### config.mk
export PLATFORM = sky130hd
export DESIGN_NAME = mult_tree_pipe
export DESIGN_NICKNAME = d
export VERILOG_FILES = /design/src/rtl/mult_tree_pipe.sv
export SDC_FILE = /design/constraint.sdc
export NUM_CORES = 1
export LEC_CHECK = 0
export CORE_UTILIZATION = 25
export CTS_CLUSTER_DIAMETER = 60
export CTS_CLUSTER_SIZE = 28
export DETAILED_ROUTE_END_ITERATION = 8
export GPL_TIMING_DRIVEN = 0
export PLACE_DENSITY_LB_ADDON = 0.08
export SLEW_MARGIN = 20
export SYNTH_ARGS = -nofsm -noshare
export SYNTH_HDL_FRONTEND = slang
export SYNTH_SLANG_ARGS = --single-unit
### constraint.sdc
create_clock -name clk -period 5.6 [get_ports clk]
set_clock_uncertainty 0.05 [all_clocks]
set_input_delay 1.12 -clock clk [delete_from_list [all_inputs] [get_ports clk]]
set_output_delay 1.12 -clock clk [all_outputs]
set_load 0.02 [all_outputs]
### src/rtl/mult_tree_pipe.sv
// -----------------------------------------------------------------------------
// mult_tree_pipe
//   Fully pipelined unsigned product tree. NUM_IN operands of DATA_W bits are
//   registered and then multiplied pairwise through a balanced binary tree.
//   Each tree level has one register stage. A final format stage turns the
//   full-precision product into OUT_W bits: truncate-high, saturate-low or
//   round-high. Valid/ready flow control stalls the whole pipeline when the
//   result is valid and downstream is not ready.
//
// Ports
//   clk         rising-edge clock
//   rst_n       asynchronous active-low reset
//   i_valid     operand set valid
//   o_ready     block accepts an operand set this cycle (combinational)
//   i_data      packed operands, operand k = i_data[k*DATA_W +: DATA_W]
//   i_mode      format mode, sampled with the operands
//   o_valid     o_result / o_overflow valid
//   i_ready     downstream accepts the result
//   o_result    formatted product
//   o_overflow  saturation / rounding overflow (modes 01 and 10 only)
// -----------------------------------------------------------------------------
module mult_tree_pipe #(
  parameter int NUM_IN = 4,
  parameter int DATA_W = 4,
  parameter int OUT_W  = 8
) (
  input  logic                     clk,
  input  logic                     rst_n,
  input  logic                     i_valid,
  output logic                     o_ready,
  input  logic [NUM_IN*DATA_W-1:0] i_data,
  input  logic [1:0]               i_mode,
  output logic                     o_valid,
  input  logic                     i_ready,
  output logic [OUT_W-1:0]         o_result,
  output logic                     o_overflow
);

  localparam int FULL_W = NUM_IN * DATA_W;
  localparam int LVL    = $clog2(NUM_IN);

  typedef enum logic [1:0] {
    MODE_TRUNC_HI = 2'b00,
    MODE_SAT_LO   = 2'b01,
    MODE_ROUND_HI = 2'b10,
    MODE_RSVD     = 2'b11
  } mode_e;

  // Stage j holds NUM_IN>>j partial products of (2^j)*DATA_W bits each, so
  // every stage is exactly FULL_W bits wide. Stage 0 is the input register.
  logic [LVL:0][FULL_W-1:0] lvl_d;
  logic [LVL:0][FULL_W-1:0] data_q;
  logic [LVL:0][1:0]        mode_q;
  logic [LVL:0]             vld_q;

  logic                     advance;
  logic                     out_vld_q;
  logic [OUT_W-1:0]         res_q, res_d;
  logic                     ovf_q, ovf_d;

  // The entire pipeline moves as one; it only stalls when a valid result
  // is being refused by downstream.
  assign advance = i_ready | ~out_vld_q;
  assign o_ready = advance;

  // Bubbles carry zero data so a non-accepted i_data never reaches the tree.
  assign lvl_d[0] = i_valid ? i_data : '0;

  for (genvar j = 1; j <= LVL; j++) begin : g_lvl
    localparam int PW = DATA_W << j;  // product width at this level
    localparam int AW = PW / 2;       // operand width from previous level
    for (genvar k = 0; k < (NUM_IN >> j); k++) begin : g_mul
      logic [PW-1:0] op_a, op_b;
      // Zero-extend before multiplying so the product keeps full precision.
      assign op_a = {{AW{1'b0}}, data_q[j-1][(2*k)*AW   +: AW]};
      assign op_b = {{AW{1'b0}}, data_q[j-1][(2*k+1)*AW +: AW]};
      assign lvl_d[j][k*PW +: PW] = op_a * op_b;
    end
  end

  // ---------------------------------------------------------------------------
  // Format stage
  // ---------------------------------------------------------------------------
  logic [FULL_W-1:0] prod;
  logic [OUT_W-1:0]  prod_hi, prod_lo;
  logic              hi_nz, rnd_bit;
  logic [OUT_W:0]    rnd_sum;

  assign prod    = data_q[LVL];
  assign prod_hi = prod[FULL_W-1 -: OUT_W];
  assign prod_lo = prod[OUT_W-1:0];

  if (OUT_W < FULL_W) begin : g_narrow
    assign hi_nz   = |prod[FULL_W-1:OUT_W];    // P >= 2^OUT_W
    assign rnd_bit = prod[FULL_W-OUT_W-1];     // first bit below the kept field
  end else begin : g_full
    assign hi_nz   = 1'b0;
    assign rnd_bit = 1'b0;
  end

  // One extra bit catches the carry out of the rounding increment.
  assign rnd_sum = {1'b0, prod_hi} + {{OUT_W{1'b0}}, rnd_bit};

  // NOTE: every output of a combinational block gets a default first, so no
  // path through the case can leave it unassigned and infer a latch.
  always_comb begin
    res_d = prod_hi;
    ovf_d = 1'b0;
    case (mode_e'(mode_q[LVL]))
      MODE_SAT_LO: begin
        if (hi_nz) begin
          res_d = '1;
          ovf_d = 1'b1;
        end else begin
          res_d = prod_lo;
        end
      end
      MODE_ROUND_HI: begin
        if (rnd_sum[OUT_W]) begin
          res_d = '1;
          ovf_d = 1'b1;
        end else begin
          res_d = rnd_sum[OUT_W-1:0];
        end
      end
      default: ;  // truncate-high, also used for the reserved mode
    endcase
  end

  // NOTE: sequential state uses non-blocking assignments so every stage
  // samples the previous stage's old value on the same edge.
  always_ff @(posedge clk or negedge rst_n) begin
    if (!rst_n) begin
      // NOTE: the pipeline registers are reset too, not only the valid bits,
      // because the result and overflow must read zero during reset.
      vld_q     <= '0;
      data_q    <= '0;
      mode_q    <= '0;
      out_vld_q <= 1'b0;
      res_q     <= '0;
      ovf_q     <= 1'b0;
    end else if (advance) begin
      vld_q     <= {vld_q[LVL-1:0], i_valid};
      data_q    <= lvl_d;
      mode_q    <= {mode_q[LVL-1:0], (i_valid ? i_mode : 2'b00)};
      out_vld_q <= vld_q[LVL];
      res_q     <= res_d;
      ovf_q     <= ovf_d;
    end
  end

  assign o_valid    = out_vld_q;
  assign o_result   = res_q;
  assign o_overflow = ovf_q;

endmodule

======== Yosys cells after proc, flatten, opt, wreduce, memory -nomap -nowiden ========
Index checks and enable logic that the tools add are counted.
operators by class
  magnitude comparators ................... 0
  bitwise gates (word level) .............. 2
  div/mod/pow operators ................... 0
  reductions and logical operators ........ 1
  $add $sub $neg .......................... 1
  muxes and demuxes ....................... 8
  multipliers ............................. 3
  shift operators ......................... 0
  equal/unequal tests ..................... 2
operator list
  operator            count
  $mul 4x4->8         2
  $mul 8x8->16        1
  $mux 16             1
  $mux 8              2
  $pmux 8 s2          1
  $add 8x1->9         1
  $reduce_or 8->1     1
  $eq 2x1->1 const B  1
  $eq 2x2->1 const B  1
  $mux 1              2
  $mux 2              1
  $pmux 1 s2          1
  $not 1->1           1
  $or 1x1->1          1
word-level totals
  bits in writable memories ............... 0
  memory bits (read-only) ................. 0
  input bits .............................. 22
  flip-flop bits (word level) ............. 67
  logic and storage cells ................. 27
  bits in latches ......................... 0
  memories ................................ 0

======== Depth between registers and ports, before layout ========
Gate-level depths: netlist (run 1).
  word-level depth ........................ 3
  gate-level depth with buffers ........... 15
  mapped depth without buffers ............ 15

======== Worst setup path before layout (run 1) ========
OpenSTA, ideal clock, no wires.
  kind .................................... register to register
  start ................................... register data_q[31] (netlist name)
  end ..................................... register data_q (netlist bit prod[15])
  slack ................................... 1.564 ns
  setup time .............................. 0.069 ns
  cell stages (with the launch flop) ...... 14
  period minus slack after synthesis ...... 4.036 ns
  required time ........................... 5.481 ns
  path buffers ............................ 0
  arrival time ............................ 3.918 ns
  cell sequence ........................... dfrtp_1 -> and2_1 -> fa_1 -> fa_1 -> fa_1 -> inv_1 -> fa_1 -> inv_1 -> ha_1 -> o211ai_1 -> a21oi_2 -> o21ai_0 -> or3b_1 -> nand3_1
between the ends
  word-level cells in the longest chain between the ends .. 1
ends and longest elaborated chain
  what                    RTL line  text
  from (decl)             52        logic [LVL:0][FULL_W-1:0] data_q;
  from (signal assigned)  144       data_q <= lvl_d;
  $mul 8x8->16            77        assign lvl_d[j][k*PW +: PW] = op_a * op_b;
No other way between the ends.
A chain may end at the register's enable or synchronous reset.

======== Final worst setup path (run 1) ========
  start ................................... register data_q[19] (netlist name)
  end ..................................... register data_q (netlist bit prod[12])
Same word-level chain as after synthesis.

==> results of run 1 <==
-- stage by stage --
step           utilization [%]  worst slack, ns  instance area [um^2]  instances  power [mW]
2_1_floorplan                -             1.56                  5770        647        1.42
3_3_place_gp              28.4            0.907                  6440        963        1.83
3_5_place_dp              28.5             1.07                  6460        964        1.83
4_1_cts                   29.8             1.03                  6750        979        2.40
5_1_grt                   29.8            0.810                  6750        979        2.55
6_report                  29.8             1.08                  6750        979        2.34
-- registers in the layout (all words and copies together), names as in the netlist --
| name | flops |
|---|---|
| vld_q | 3 |
| o_result | 8 |
| o_overflow | 1 |
| prod | 16 |
| o_valid | 1 |
| data_q | 32 |
| mode_q | 6 |
-- path summary, 6_finish.rpt --
path | from | to | slack, ns | cells past startpoint
worst max-delay path | data_q[19]$_DFFE_PN0P_ | prod[12]$_DFFE_PN0P_ | 1.08 | 13
worst min-delay path | vld_q[2]$_DFFE_PN0P_ | vld_q[2]$_DFFE_PN0P_ | 0.41 | 2
worst max register to register | data_q[19]$_DFFE_PN0P_ | prod[12]$_DFFE_PN0P_ | 1.08 | 13
worst min register to register | vld_q[2]$_DFFE_PN0P_ | vld_q[2]$_DFFE_PN0P_ | 0.41 | 2
max in group asynchronous | rst_n | data_q[22]$_DFFE_PN0P_ | 4.36 | 2
min in group asynchronous | rst_n | o_overflow$_DFFE_PN0P_ | 0.60 | 1
-- power groups by stage --
stage	registers (mW)	logic (mW)	clock network (mW)
5_1_grt	0.841	1.13	0.583
3_3_place_gp	0.824	1.00	0
6_report	0.816	0.983	0.544
2_1_floorplan	0.782	0.640	0
4_1_cts	0.820	1.01	0.564
3_5_place_dp	0.828	1.00	0
-- Yosys cell counts (all sizes together) --
master | count | area, um^2
nor3 | 4 | 30.0
nor2b | 2 | 12.5
o22a | 1 | 8.76
a22o | 1 | 8.76
fa | 44 | 881
a31oi | 6 | 37.5
or3 | 3 | 18.8
clkbuf | 11 | 41.3
inv | 69 | 259
and2 | 66 | 413
nand2b | 3 | 18.8
nor2 | 16 | 60.1
buf | 9 | 50.0
a21o | 7 | 60.1
dfrtp | 67 | 1680
a31o | 2 | 17.5
and3b | 1 | 8.76
nand2 | 145 | 547
nand3 | 26 | 135
a21boi | 2 | 15.0
or3b | 1 | 8.76
o2111ai | 1 | 8.76
a211oi | 1 | 7.51
a22oi | 1 | 7.51
o22ai | 3 | 18.8
o31ai | 1 | 7.51
o211ai | 5 | 37.5
and3 | 1 | 6.26
a221o | 3 | 30.0
a21oi | 29 | 153
o21ai | 26 | 130
xor2 | 16 | 140
nor4 | 3 | 55.1
xnor2 | 7 | 61.3
ha | 64 | 801
-- worst register-to-register path: stages (launching register included) --
cell	delay, ns
dfrtp_1	0.52
and2_1	0.25
fa_1	0.49
fa_1	0.53
fa_1	0.57
inv_1	0.06
fa_1	0.53
inv_1	0.05
ha_1	0.35
a21oi_1	0.24
o211ai_1	0.20
a31oi_1	0.24
xor2_1	0.21
o21ai_0	0.10
-- final cells by class --
| class | count | area (um^2) | share of cell area (%) |
|---|---|---|---|
| Clock inverter | 1 | 7.51 | 0.111 |
| Inverter | 69 | 259 | 3.84 |
| Multi-Input combinational cell | 491 | 3740 | 55.5 |
| Tap cell | 285 | 357 | 5.29 |
| Buffer | 20 | 91.3 | 1.35 |
| Timing Repair Buffer | 32 | 335 | 4.97 |
| Clock buffer | 14 | 274 | 4.06 |
| Sequential cell | 67 | 1680 | 24.9 |
-- cells by family (layout without fill, tap and decap cells) --
group | count (synthesis) | after routing
AO/OA/AOI/OAI | 89 | 89
AND/OR/NAND/NOR | 271 | 271
buffers and inverters | 89 | 136
XOR/XNOR | 23 | 23
adder cells (fa/ha/maj) | 108 | 108
flip-flops | 67 | 67
-- per-layer routing --
layer	part of all wire [%]	routed length [um]	track usage, %	vias up
li1	-	-	-	2184
met1	50	7410	18.2	2226
met3	2.6	379	1.78	14
met2	46	6730	21.0	50
met4	1.5	227	5.00	0
met5	0	0	0	-
==> summary.txt, run 1 <==
Logic synthesis
  – Mapped Area: 5770 um^2
  – Main combinational cell family by area after synthesis: adder cells
  – Synth cell types: 44
  – Mapped Nets: 777
  – Synth Area in Simple Gates: 22.8%
  – Post-synthesis adder-cell area fraction: 29.1%
  – Synth Instances: 647
  – Compound-cell area share of the yosys netlist: 9.49%
  – Post-synthesis average cell area: 8.92 um^2
  – Multiplexer share of the synthesized area: 0%
  – Yosys reg bits: 67
  – Synthesis warning total: 0
  – Sequential fraction of the synthesis area: 29.0%
  – Xor/xnor share of the synthesized area: 3.49%

GRT
  – First-pass GRT wire length: 24200 um
  – Total gr overflow: 0
  – Initial antenna violation count: 0
  – Total GRT Usage: 13.2%
  – Vias in the first global route: 4560
  – Largest net degree at the start of global routing: 52

Layout
  – # diodes: 0
  – Most frequent cells in the layout: nand2_1, inv_1, dfrtp_1
  – Area grow syn2layout: 16.9%
  – Layout cells sized above 1: 5.19%
  – Filler instances: 2410
  – Final #Nets: 820
  – Commonest non-fill, non-tap cell in the layout: nand2_1

Clock network
  – Number of instances resized during post-cts repair: 0
  – Total CTS buffers: 9
  – Clk_lat worst skew: 0.34 ns
  – CTS tree: done
  – Root Buffer: clkbuf_16
  – Htree depth: 3
  – Max clock buf depth: 2
  – Worst-path clk slew: 0.06 ns
  – Clock Sinks: 67
  – Post-CTS setup buffers: 0
  – CTS hold repair buffers: 0

STA
  – Worst Max-Slew Pin Slew: 0.705 ns
  – Min Hold Slack: 0.413 ns
  – Relative slew slack: 53.0%
  – Final Setup Violations: 0
  – Tcrit/Tclk final: 80.7%
  – RSZ-0062 raised after global routing: false
  – Slew Limit Fails: 0
  – Fmax: 0.221 GHz
  – Final hold vios: 0
  – Tmin final: 4.52 ns
  – Setup TNS: 0 ns

Drt
  – DR vias/cell: 4.57
  – Number of iterations in the first detailed-routing pass: 4
  – Vias: 4474
  – Routed Antenna Nets: 0
  – Number of remaining DRC errors: 0
  – Routed len/inst: 15.1 um
  – Routed wire length: 14700 um
  – Initial DRC count: 151

Critical path
  – Worst path cell trace: and2_1 -> fa_1 -> fa_1 -> fa_1 -> inv_1 -> fa_1 -> inv_1 -> ha_1 -> a21oi_1 -> o211ai_1 -> a31oi_1 -> xor2_1 -> o21ai_0
  – Worst setup EP type: flop
  – Critical Path Slowest Stage Cell: fa_1
  – Crit start category: flop
  – Crit Path Max Fanout: 9
  – Req. time, crit path: 5.74 ns
  – Most frequent cell on the critical path: fa_1
  – WS Path Type: flop to flop
  – Crit path DAT: 4.66 ns
  – Buffers plus inverters on the worst setup path: 2
  – Crit path max-delay family: adder cells
  – Max stage delay on crit path: 0.57 ns

Job
  – Total of max-cap violations: 0

Die
  – CORE AREA: 22600 um^2
  – FP Rows: 55
  – Number of top-level pins: 33
  – Die ar.: 23700 um^2
  – Chip width: 154 um
  – Die H: 154 um
  – Initial Util: 25.5%

Min path
  – Min-Delay Path Class: flop to flop

Placement
  – Port buffer count: 31
  – Final HPWL DP: 11600 um
  – GP Congestion: 0.785

Power and ir drop
  – PwrDens: 347 nW/um^2
  – Worst VDD drop: 0.165 mV
  – Sw frac: 42.1%
  – Sequential Power Share: 34.8%
  – Comb power frac: 42.0%
  – Clock share of power: 23.2%
  – Static Leak: 3.46 nW
  – Pint: 1.36 mW
  – Psw: 0.986 mW

Status
  – Outcome: completed
No activity file was read; power rests on OpenSTA's default activity.
==> inputs of run 2 (changes only) <==
Clock period 5.6 ns to 3.8 ns, I/O delays scaled along.
==> run 2 against run 1 <==
- the flow now finishes with violations (setup timing)
- hold slack got worse by 0.16 ns
- clock-buffer cell count decreased by 1
- cell area up 6.3%
- maximum frequency rose by 11%
- power increased by 60%
- sequential cell count unchanged
- non-clock buffer count is 30 higher
- setup slack got worse by 1.4 ns
- largest power group unchanged
- highest routed layer unchanged
==> summary.txt, run 2 (synthesized netlist as in run 1, its figures left out) <==
Critical path
  – Worst setup EP type: flop (unchanged)
  – Max stage delay on crit path: 0.56 ns (was 0.57 ns)
  – Crit Path Max Fanout: 6 (was 9)
  – Req. time, crit path: 3.94 ns (was 5.74 ns)
  – Worst path cell trace: buf_6 -> and2_1 -> fa_2 -> fa_1 -> fa_1 -> inv_1 -> fa_1 -> inv_2 -> ha_4 -> o211ai_1 -> o211ai_1 -> a31oi_1 -> xor2_1 -> o21ai_1 (was and2_1 -> fa_1 -> fa_1 -> fa_1 -> inv_1 -> fa_1 -> inv_1 -> ha_1 -> a21oi_1 -> o211ai_1 -> a31oi_1 -> xor2_1 -> o21ai_0)
  – WS Path Type: flop to flop (unchanged)
  – Critical Path Slowest Stage Cell: fa_1 (unchanged)
  – Crit path DAT: 4.22 ns (was 4.66 ns)
  – Crit start category: flop (unchanged)
  – Crit path max-delay family: adder cells (unchanged)
  – Buffers plus inverters on the worst setup path: 3 (was 2)
  – Most frequent cell on the critical path: fa_1 (unchanged)

Layout
  – Max reg flops: 32 (unchanged)
  – Fin area: 7170 um^2 (was 6750 um^2)
  – Final #Nets: 850 (was 820)
  – # diodes: 0 (unchanged)
  – Most flops, register: data_q (unchanged)
  – Layout Cells excl Fill: 1010 (was 979)
  – Area grow syn2layout: 24.3% (was 16.9%)
  – Filler instances: 2380 (was 2410)
  – Layout cells sized above 1: 15.7% (was 5.19%)
  – Fin util: 31.7% (was 29.8%)
  – Commonest non-fill, non-tap cell in the layout: nand2_1 (unchanged)
  – Most frequent cells in the layout: nand2_1, inv_1, and2_1 (was nand2_1, inv_1, dfrtp_1)

GRT
  – Initial antenna violation count: 0 (unchanged)
  – Most used routing layer: met2 (unchanged)
  – Met2 Usage GRT: 24.0% (was 21.0%)
  – Vias in the first global route: 5022 (was 4560)
  – Total gr overflow: 0 (unchanged)
  – Total GRT Usage: 14.1% (was 13.2%)
  – Largest net degree at the start of global routing: 49 (was 52)
  – Met1 usage: 18.8% (was 18.2%)
  – Global-route met3 utilization: 2.11% (was 1.78%)
  – First-pass GRT wire length: 26100 um (was 24200 um)

Clock network
  – Clk_lat worst skew: 0.34 ns (about the same)
  – Root Buffer: clkbuf_16 (unchanged)
  – Worst-path clk slew: 0.06 ns (about the same)
  – Max clock buf depth: 2 (unchanged)
  – Clock Sinks: 67 (unchanged)
  – CTS tree: done (unchanged)
  – Total CTS buffers: 9 (unchanged)
  – Htree depth: 3 (unchanged)

STA
  – Worst Max-Slew Pin Slew: 0.751 ns (was 0.705 ns)
  – Fmax: 0.245 GHz (was 0.221 GHz)
  – Slew Limit Fails: 0 (unchanged)
  – Relative slew slack: 50.0% (was 53.0%)
  – Tmin final: 4.08 ns (was 4.52 ns)
  – Tcrit/Tclk final: 107% (was 80.7%)
  – RSZ-0062 raised after global routing: true (was false)
  – Final Setup Violations: 7 (was 0)
  – Worst Setup Slack, final: -0.281 ns (was 1.08 ns)
  – Final hold vios: 0 (unchanged)

Placement
  – Final HPWL DP: 11600 um (about the same)
  – Dpl cell area: 6530 um^2 (was 6460 um^2)
  – Port buffer count: 31 (unchanged)
  – Placed Cells: 964 (unchanged)
  – Dpl ws: -0.527 ns (was 1.07 ns)
  – GP Congestion: 0.789 (was 0.785)

Die
  – Die H: 154 um (unchanged)
  – FP Rows: 55 (unchanged)
  – Die ar.: 23700 um^2 (unchanged)
  – Chip width: 154 um (unchanged)
  – Initial Util: 25.5% (unchanged)
  – Number of top-level pins: 33 (unchanged)
  – CORE AREA: 22600 um^2 (unchanged)

Drt
  – Routed len/inst: 15.0 um (was 15.1 um)
  – Initial DRC count: 131 (was 151)
  – Number of remaining DRC errors: 0 (unchanged)
  – DR vias/cell: 4.50 (was 4.57)
  – Number of iterations in the first detailed-routing pass: 4 (unchanged)
  – Routed Antenna Nets: 0 (unchanged)
  – Routed wire length: 15100 um (was 14700 um)
  – Vias: 4546 (was 4474)

Job
  – Total of max-cap violations: 0 (unchanged)

Status
  – Violations in the final reports: setup timing
  – Outcome: finished, violations left (was completed)

Power and ir drop
  – Static Leak: 3.60 nW (was 3.46 nW)
  – PwrDens: 522 nW/um^2 (was 347 nW/um^2)
  – Worst VDD drop: 0.238 mV (was 0.165 mV)

Min path
  – Min-Delay Path Class: input port to async pin (was flop to flop)
==> run 2: cell count changes in the layout (fill, tap and decap cells not counted), sizes merged <==
cell	change
clkinvlp	+1
buf	+30
clkinv	+1
clkbuf	-1
==> run 2: power breakdown <==
part	leakage, nW	internal (mW)	total [mW]	switching (mW)
clock network	0.144	0.512	0.831	0.319
logic	2.60	0.778	1.74	0.964
registers	0.854	0.930	1.17	0.244
==> run 2: final timing paths <==
check	startpoint	slack, ns	endpoint	cells after the start
max in group asynchronous	rst_n	2.88	data_q[27]$_DFFE_PN0P_	2
setup reg to reg	data_q[20]$_DFFE_PN0P_	-0.28	prod[12]$_DFFE_PN0P_	14
min in group clk	mode_q[1]$_DFFE_PN0P_	0.42	mode_q[1]$_DFFE_PN0P_	2
setup / recovery	data_q[20]$_DFFE_PN0P_	-0.28	prod[12]$_DFFE_PN0P_	14
hold / removal	rst_n	0.26	prod[12]$_DFFE_PN0P_	1
hold reg to reg	mode_q[1]$_DFFE_PN0P_	0.42	mode_q[1]$_DFFE_PN0P_	2
==> run 2: routing by layer <==
layer	up-vias	part of all wire [%]
li1	2247	-
met1	2252	50
met2	42	48
met3	5	1.6
met4	0	0.89
met5	-	0
==> run 2: what timing repair did <==
item	in CTS	in global routing
gates resized for setup	30	9
endpoints found under the hold margin	0	0
buffers inserted	24	6
pin swaps	16	25
hold buffers	0	0
endpoints found under the setup margin	8	10
==> run 2: cell type report <==
class,count,area (um^2),share of cell area (%)
clock inverters,3,20.0,0.279
clock buffers,13,280,3.91
well taps,285,357,4.97
flip-flops and latches,67,1690,23.6
plain buffers,20,91.3,1.27
multi-input cells,491,3910,54.5
inverters,69,259,3.61
repair buffers,62,564,7.87
==> run 2: metrics by stage <==
| stage | total power, mW | hold slack [ns] | setup TNS, ns |
|---|---|---|---|
| floorplan | 2.13 | 0.380 | 0 |
| global placement | 2.73 | 0.404 | -36.70 |
| detailed placement | 2.73 | 0.410 | -3.06 |
| finish | 3.75 | 0.256 | -1.64 |
| global route | 4.09 | 0.263 | -3.12 |
| CTS | 3.78 | 0.254 | -1.81 |
==> run 2: worst reg2reg max path, stage by stage (launching register included) <==
cell and delay (ns):
dfrtp_2 0.46, buf_6 0.14, and2_1 0.16, fa_2 0.35
fa_1 0.47, fa_1 0.56, inv_1 0.05, fa_1 0.50
inv_2 0.05, ha_4 0.27, o211ai_1 0.11, o211ai_1 0.34
a31oi_1 0.16, xor2_1 0.21, o21ai_1 0.07
==> inputs of run 3 (changes only) <==
Settings changed: MAX_ROUTING_LAYER from default to met4.
==> run 3 against run 2 <==
- sequential power is essentially flat
- the run still ends with setup timing left
- via count grew 0.51%
- clock power is essentially flat
- power is essentially flat
- global-route usage grew 0.40 points
- utilization is the same
- setup slack lost 0.0017 ns
- highest routed layer unchanged
- combinational power is essentially flat
- hold slack lost 0.00058 ns
- first-iteration DRC count grew 0.76%
- clock-buffer cell count is the same
- critical path type unchanged
- sequential cell count is the same
==> summary.txt, run 3 (synthesized netlist as in run 1, its figures left out) <==
Layout
  – # diodes: 0 (unchanged)
  – Most frequent cells in the layout: nand2_1, inv_1, and2_1 (unchanged)
  – Most flops, register: data_q (unchanged)
  – Area grow syn2layout: 24.3% (unchanged)
  – Max reg flops: 32 (unchanged)
  – Final #Nets: 850 (unchanged)
  – Filler instances: 2380 (unchanged)
  – Commonest non-fill, non-tap cell in the layout: nand2_1 (unchanged)
  – Layout cells sized above 1: 15.7% (unchanged)
  – Fin util: 31.7% (unchanged)

Min path
  – Min-Delay Path Class: input port to async pin (unchanged)

GRT
  – Total GRT Usage: 14.5% (was 14.1%)
  – Largest net degree at the start of global routing: 49 (unchanged)
  – Vias in the first global route: 5025 (was 5022)
  – Total gr overflow: 0 (unchanged)
  – First-pass GRT wire length: 26100 um (about the same)
  – Initial antenna violation count: 0 (unchanged)

Placement
  – Final HPWL DP: 11600 um (unchanged)
  – GP Congestion: 0.800 (was 0.789)
  – Port buffer count: 31 (unchanged)

Power and ir drop
  – Sw frac: 40.7% (about the same)
  – PwrDens: 522 nW/um^2 (about the same)
  – Clock share of power: 22.1% (was 22.2%)
  – Worst VDD drop: 0.237 mV (was 0.238 mV)
  – Total chip power: 3.74 mW (was 3.75 mW)
  – Pint: 2.22 mW (about the same)
  – Static Leak: 3.60 nW (unchanged)
  – Comb power frac: 46.4% (was 46.5%)
  – Sequential Power Share: 31.4% (was 31.3%)
  – Psw: 1.52 mW (was 1.53 mW)

Clock network
  – Total CTS buffers: 9 (unchanged)
  – CTS tree: done (unchanged)
  – Worst-path clk slew: 0.06 ns (about the same)
  – Clk_lat worst skew: 0.34 ns (about the same)
  – Max clock buf depth: 2 (unchanged)
  – Clock Sinks: 67 (unchanged)
  – Htree depth: 3 (unchanged)
  – Root Buffer: clkbuf_16 (unchanged)

Critical path
  – R2R Setup Slk: -0.28 ns (about the same)
  – Buffers plus inverters on the worst setup path: 3 (unchanged)
  – Crit Path Max Fanout: 6 (unchanged)
  – Crit path DAT: 4.23 ns (was 4.22 ns)
  – Most frequent cell on the critical path: fa_1 (unchanged)
  – Critical Path Slowest Stage Cell: fa_1 (unchanged)
  – WS Path Type: flop to flop (unchanged)
  – Crit start category: flop (unchanged)
  – Crit path max-delay family: adder cells (unchanged)
  – Max stage delay on crit path: 0.56 ns (about the same)
  – Worst setup EP type: flop (unchanged)
  – Req. time, crit path: 3.94 ns (about the same)
  – Worst path cell trace: buf_6 -> and2_1 -> fa_2 -> fa_1 -> fa_1 -> inv_1 -> fa_1 -> inv_2 -> ha_4 -> o211ai_1 -> o211ai_1 -> a31oi_1 -> xor2_1 -> o21ai_1 (unchanged)

Status
  – Violations in the final reports: setup timing (unchanged)
  – Outcome: finished, violations left (unchanged)

Die
  – Initial Util: 25.5% (unchanged)
  – FP Rows: 55 (unchanged)
  – Number of top-level pins: 33 (unchanged)
  – Die ar.: 23700 um^2 (unchanged)
  – Die H: 154 um (unchanged)
  – Chip width: 154 um (unchanged)
  – CORE AREA: 22600 um^2 (unchanged)

Drt
  – Number of iterations in the first detailed-routing pass: 4 (unchanged)
  – Number of remaining DRC errors: 0 (unchanged)
  – Routed len/inst: 15.0 um (about the same)
  – DR vias/cell: 4.52 (was 4.50)
  – Initial DRC count: 132 (was 131)
  – Vias: 4569 (was 4546)
  – Routed wire length: 15100 um (about the same)
  – Routed Antenna Nets: 0 (unchanged)

STA
  – Fmax: 0.245 GHz (about the same)
  – RSZ-0062 raised after global routing: true (unchanged)
  – Worst Setup Slack, final: -0.283 ns (was -0.281 ns)
  – Tmin final: 4.08 ns (about the same)
  – Final Setup Violations: 7 (unchanged)
  – Relative slew slack: 51.3% (was 50.0%)
  – Final hold vios: 0 (unchanged)
  – Tcrit/Tclk final: 107% (about the same)
  – Worst Max-Slew Pin Slew: 0.730 ns (was 0.751 ns)
  – Slew Limit Fails: 0 (unchanged)
  – Setup TNS: -1.66 ns (was -1.64 ns)

Job
  – Total of max-cap violations: 0 (unchanged)
==> run 3: area by class of cell <==
cell class              count  area (um^2)  area share (%)
multi-input cells         491         3910            54.5
flip-flops and latches     67         1690            23.6
repair buffers             62          564            7.87
well taps                 285          357            4.97
clock buffers              13          280            3.91
inverters                  69          259            3.61
plain buffers              20         91.3            1.27
clock inverters             3         20.0           0.279
==> run 3: worst reg2reg max path: stages, from the launching register on <==
cell and delay [ns]:
dfrtp_2 0.46, buf_6 0.14, and2_1 0.16, fa_2 0.35, fa_1 0.47, fa_1 0.56, inv_1 0.05, fa_1 0.50
inv_2 0.05, ha_4 0.27, o211ai_1 0.11, o211ai_1 0.34, a31oi_1 0.16, xor2_1 0.21, o21ai_1 0.07
==> run 3: metrics by stage <==
step | worst slack, ns | hold WS, ns | instance area (um^2) | instances
finish | -0.283 | 0.255 | 7170 | 1010
global route | -0.465 | 0.266 | 7170 | 1010
CTS | -0.324 | 0.254 | 7090 | 1004
detailed placement | -0.527 | 0.410 | 6530 | 964
global placement | -0.532 | 0.404 | 6500 | 963
floorplan | 0.00710 | 0.380 | 5840 | 647
==> run 3: per-layer routing <==
metal,share of wire [%],global-route usage [%],up-vias
li1,-,-,2246
met1,49,18.7,2257
met2,48,24.1,57
met3,2.3,1.78,9
met4,0.87,3.71,0
met5,0,-,-
==> run 3: power by group through the flow <==
stage	clock, mW	combinational, mW	sequential (mW)
after CTS	0.862	1.74	1.18
final	0.829	1.74	1.18
after detailed placement	0	1.51	1.22
after global routing	0.893	1.98	1.21
after global placement	0	1.52	1.21
after floorplan	0	0.976	1.15
==> run 3: what timing repair did <==
action | 4_1_cts | 5_1_grt
gates resized for setup | 30 | 9
setup buffers | 24 | 6
setup endpoints to repair | 8 | 10
pin swaps | 16 | 25
hold buffers | 0 | 0
==> run 3: path summary, 6_finish.rpt <==
check                           cells past startpoint                     end                    from
worst max-delay path                               14    prod[12]$_DFFE_PN0P_  data_q[20]$_DFFE_PN0P_
worst min-delay path                                1    prod[12]$_DFFE_PN0P_                   rst_n
worst max register to register                     14    prod[12]$_DFFE_PN0P_  data_q[20]$_DFFE_PN0P_
worst min register to register                      2   mode_q[1]$_DFFE_PN0P_   mode_q[1]$_DFFE_PN0P_
max in group asynchronous                           2  data_q[27]$_DFFE_PN0P_                   rst_n
min in group clk                                    2   mode_q[1]$_DFFE_PN0P_   mode_q[1]$_DFFE_PN0P_
==> RTL edit 1 (flow settings as in run 1) <==
Register the input `i_mode` before use, with the module's reset. The logic sees it one clock later. The other inputs are not delayed to match.
--- a/src/rtl/mult_tree_pipe.sv
+++ b/src/rtl/mult_tree_pipe.sv
@@ -46,4 +46,14 @@
     MODE_RSVD     = 2'b11
   } mode_e;
+
+  logic [1:0] i_mode_q;
+
+  always_ff @(posedge clk or negedge rst_n) begin
+    if (!rst_n) begin
+      i_mode_q <= '0;
+    end else begin
+      i_mode_q <= i_mode;
+    end
+  end
 
   // Stage j holds NUM_IN>>j partial products of (2^j)*DATA_W bits each, so
@@ -143,5 +153,5 @@
       vld_q     <= {vld_q[LVL-1:0], i_valid};
       data_q    <= lvl_d;
-      mode_q    <= {mode_q[LVL-1:0], (i_valid ? i_mode : 2'b00)};
+      mode_q    <= {mode_q[LVL-1:0], (i_valid ? i_mode_q : 2'b00)};
       out_vld_q <= vld_q[LVL];
       res_q     <= res_d;
Check against the original RTL: not equivalent (Yosys sat finds a counterexample within 10 cycles, from zero or initial values and one cycle with rst_n low).
==> RTL edit 1 against run 1 <==
  * Combinational power decreased by 3.4%
  * Wire length is 0.27% higher
  * Critical path depth up 1
  * Total power grew 2.5%
  * Critical path type unchanged
  * Sequential share of layout area up 0.65 points
  * Sequential cell count up 2
  * Synthesized cell count shrank 0.46%
  * Non-clock buffer count decreased by 2
  * Worst setup slack lost 0.0080 ns
  * Area after synthesis shrank 0.17%
  * Utilization is 0.10 points higher
  * Cell area up 0.35%
==> RTL edit 1: results (changes against run 1) <==
Parameter                              Value

Outcome
  Run status ... finished, final reports clean

Global routing
  Global-route wire length before repair ... 24.9 mm (+2.9%)
  Overall fraction of global-route tracks in use ... 13.5% (+0.29 points)
  Met3 Use GR ... 1.86% (+0.085 points)
  Vias in the first global route ... 4,613 (+1.2%)

Yosys
  Seq/Total Area, Yosys ... 30.0% (+0.92 points)
  Synth unique cells ... 45 (+2.3%)
  Area fraction in compound gates after synthesis ... 9.36% (-0.14 points)
  Number of cells produced by synthesis ... 644 (-0.46%)
  Top cells by count, synth ... 142 x nand2_1, 69 x dfrtp_1, 66 x and2_1, 66 x inv_1, 64 x ha_1
  Parity-gate share of the synthesized area counting xor and xnor cells ... 3.50% (+0.0061 points)

Pwr
  Combinational Power Share ... 39.6% (-2.4 points)
  Switching power share of the total ... 40.8% (-1.3 points)
  Static leakage power ... 3.49 nW (+0.65%)
  Worst VDD drop ... 0.000131 V (-21%)

Worst hold path
  Launch point of the worst hold path ... mode_q[2]

Layout
  Net count of the finished layout ... 817 (-0.37%)
  Total of fill cells in the finished design ... 2,423 (+0.54%)
  Final cell count without fillers ... 976 (-0.31%)
  Share of layout cells above drive strength 1 ... 4.20% (-0.99 points)

Place
  Placer Congestion ... 0.763 (-2.9%)
  Number of placed instances, taps included ... 961 (-0.31%)

Routing
  Via density ... 4.60 (+0.69%)
  Routed met2 length ... 7.00 mm (+4.1%)
  Per-cell routed wire length ... 15.1 um (+0.58%)
  Detailed Route Iter0 Violations ... 134 (-11%)
  M1 WL ... 7.31 mm (-1.4%)
  Routed wire length on met3 ... 324 um (-15%)

Worst setup path
  Reg-to-reg critical path endpoint ... prod[14]
  Launch point of the worst reg-to-reg path ... data_q[16]

STA
  Relative slew slack ... 52.3% (-0.68 points)
-- RTL edit 1: cell count changes after synthesis, sizes merged, moves of 2 or more --
cell	change
buf	-4
a22oi	+2
nand2	-3
o211ai	-2
dfrtp	+2
clkbuf	+2
a21oi	+2
o21ai	-2
-- RTL edit 1: per-stage QoR --
step	utilization [%]	setup WS (ns)	instance area (um2)	hold slack [ns]
final	29.9	1.07	6770	0.420
after global routing	29.9	0.806	6770	0.438
after CTS	29.9	1.04	6770	0.426
after detailed placement	28.5	1.06	6450	0.414
after global placement	28.4	0.781	6430	0.410
after floorplan	-	1.59	5760	0.380
-- RTL edit 1: cell type report --
class                   instances  area, um2  area share [%]
multi-input cells             489       3700            54.7
plain buffers                  18       80.1            1.18
clock buffers                  11        243            3.59
clock inverters                 4       72.6            1.07
well taps                     285        357            5.27
inverters                      68        255            3.77
repair buffers                 32        335            4.95
flip-flops and latches         69       1730            25.5
==> RTL edit 2 (flow settings as in run 1) <==
Made on the original files. Change the parameter `NUM_IN` from 4 to 2.
--- a/src/rtl/mult_tree_pipe.sv
+++ b/src/rtl/mult_tree_pipe.sv
@@ -21,5 +21,5 @@
 // -----------------------------------------------------------------------------
 module mult_tree_pipe #(
-  parameter int NUM_IN = 4,
+  parameter int NUM_IN = 2,
   parameter int DATA_W = 4,
   parameter int OUT_W  = 8
Ports: changed (resized i_data); port bits go from 33 to 25. No check against the original RTL was run, so the function may have changed too.
==> RTL edit 2 against run 1 <==
  * Area after synthesis shrank 74%
  * Sequential cell count shrank 40
  * Worst setup slack gained 0.39 ns
  * Sequential power shrank 67%
  * Die area shrank 73%
  * Maximum frequency grew 9.5%
  * Cell area shrank 73%
  * Via count shrank 74%
  * Hold slack gained 0.0096 ns
  * Wire length shrank 78%
  * Synthesized cell count shrank 74%
  * Total power shrank 74%
  * Cell count shrank 73%
  * Critical path type is now in2out
  * Largest cell class unchanged
==> RTL edit 2: results (changes against run 1) <==
Parameter                              Value

Clocking
  Maximum level of the CTS H-tree ... 1 (-2)
  Insertion delay of the later-clocked pin in the worst-skew pair ... 0.28 ns (-0.06 ns)
  CTS Buf Count ... 3 (-6)
  Buffer cell driving the clock tree root ... clkbuf_8

Worst setup path
  Internal reg-to-reg setup slack ... 2.61 ns (+1.53 ns)
  Termination of the worst setup path ... o_ready
  Reg-to-reg critical path endpoint ... prod[7]
  Worst path max stage delay ... 0.61 ns (+0.04 ns)
  Data arrival time of the worst path ... 2.96 ns (-1.70 ns)

Outcome
  Run status ... finished, final reports clean

Yosys
  Post-synthesis adder-cell area fraction ... 15.3% (-14 points)
  Parity-gate share of the synthesized area counting xor and xnor cells ... 0.580% (-2.9 points)
  Area fraction in compound gates after synthesis ... 5.72% (-3.8 points)
  Synth top area cells ... dfrtp_1 45%, nand2_1 15%, ha_1 10%
  Main combinational cell family by area after synthesis ... simple AND/OR/NAND/NOR gates
  Mux share of post-synthesis cell area ... 0.663% (+0.66 points)

Worst hold path
  Hold Crit Endpoint ... o_result[3]
  Launch point of the worst hold path ... o_result[3]

Routing
  Routed wire length on met3 ... 110 um (-71%)
  Total wire length ... 3.19 mm (-78%)
  Vias after detailed routing ... 1,145 (-74%)

STA
  Hold slack final ... 0.423 ns (+0.00959 ns)
  Relative slew slack ... 58.3% (+5.3 points)

Global routing
  Overall fraction of global-route tracks in use ... 11.3% (-1.9 points)
  Met3 Use GR ... 1.83% (+0.053 points)
  Global-route wire length before repair ... 5.43 mm (-78%)
  Met1 usage in global routing ... 14.7% (-3.5 points)
  Maximum number of pins on one net before global-route repair ... 28 (-46%)

Layout
  Core utilization of the finished layout ... 32.5% (+2.7 points)

Place
  Post-DP Area ... 1790 um2 (-72%)
RTL edit 2: cell types whose count changed after synthesis, sizes merged, moves of 40 or more:
cell,run 1,this run
ha,64,12
dfrtp,67,27
and2,66,12
inv,69,7
fa,44,4
nand2,145,61
RTL edit 2: final cells by class:
class / instances / area share (%)
Multi-Input combinational cell: 123 / 41.4
Sequential cell: 27 / 36.7
Timing Repair Buffer: 20 / 10.6
Tap cell: 72 / 4.89
Buffer: 8 / 2.38
Clock buffer: 3 / 2.24
Inverter: 7 / 1.43
Clock inverter: 1 / 0.407
RTL edit 2: power groups by stage:
stage | combinational (mW) | sequential, mW | clock, mW
floorplan | 0.106 | 0.295 | 0
global placement | 0.216 | 0.276 | 0
detailed placement | 0.217 | 0.278 | 0
CTS | 0.218 | 0.274 | 0.123
global route | 0.239 | 0.282 | 0.130
finish | 0.212 | 0.273 | 0.119
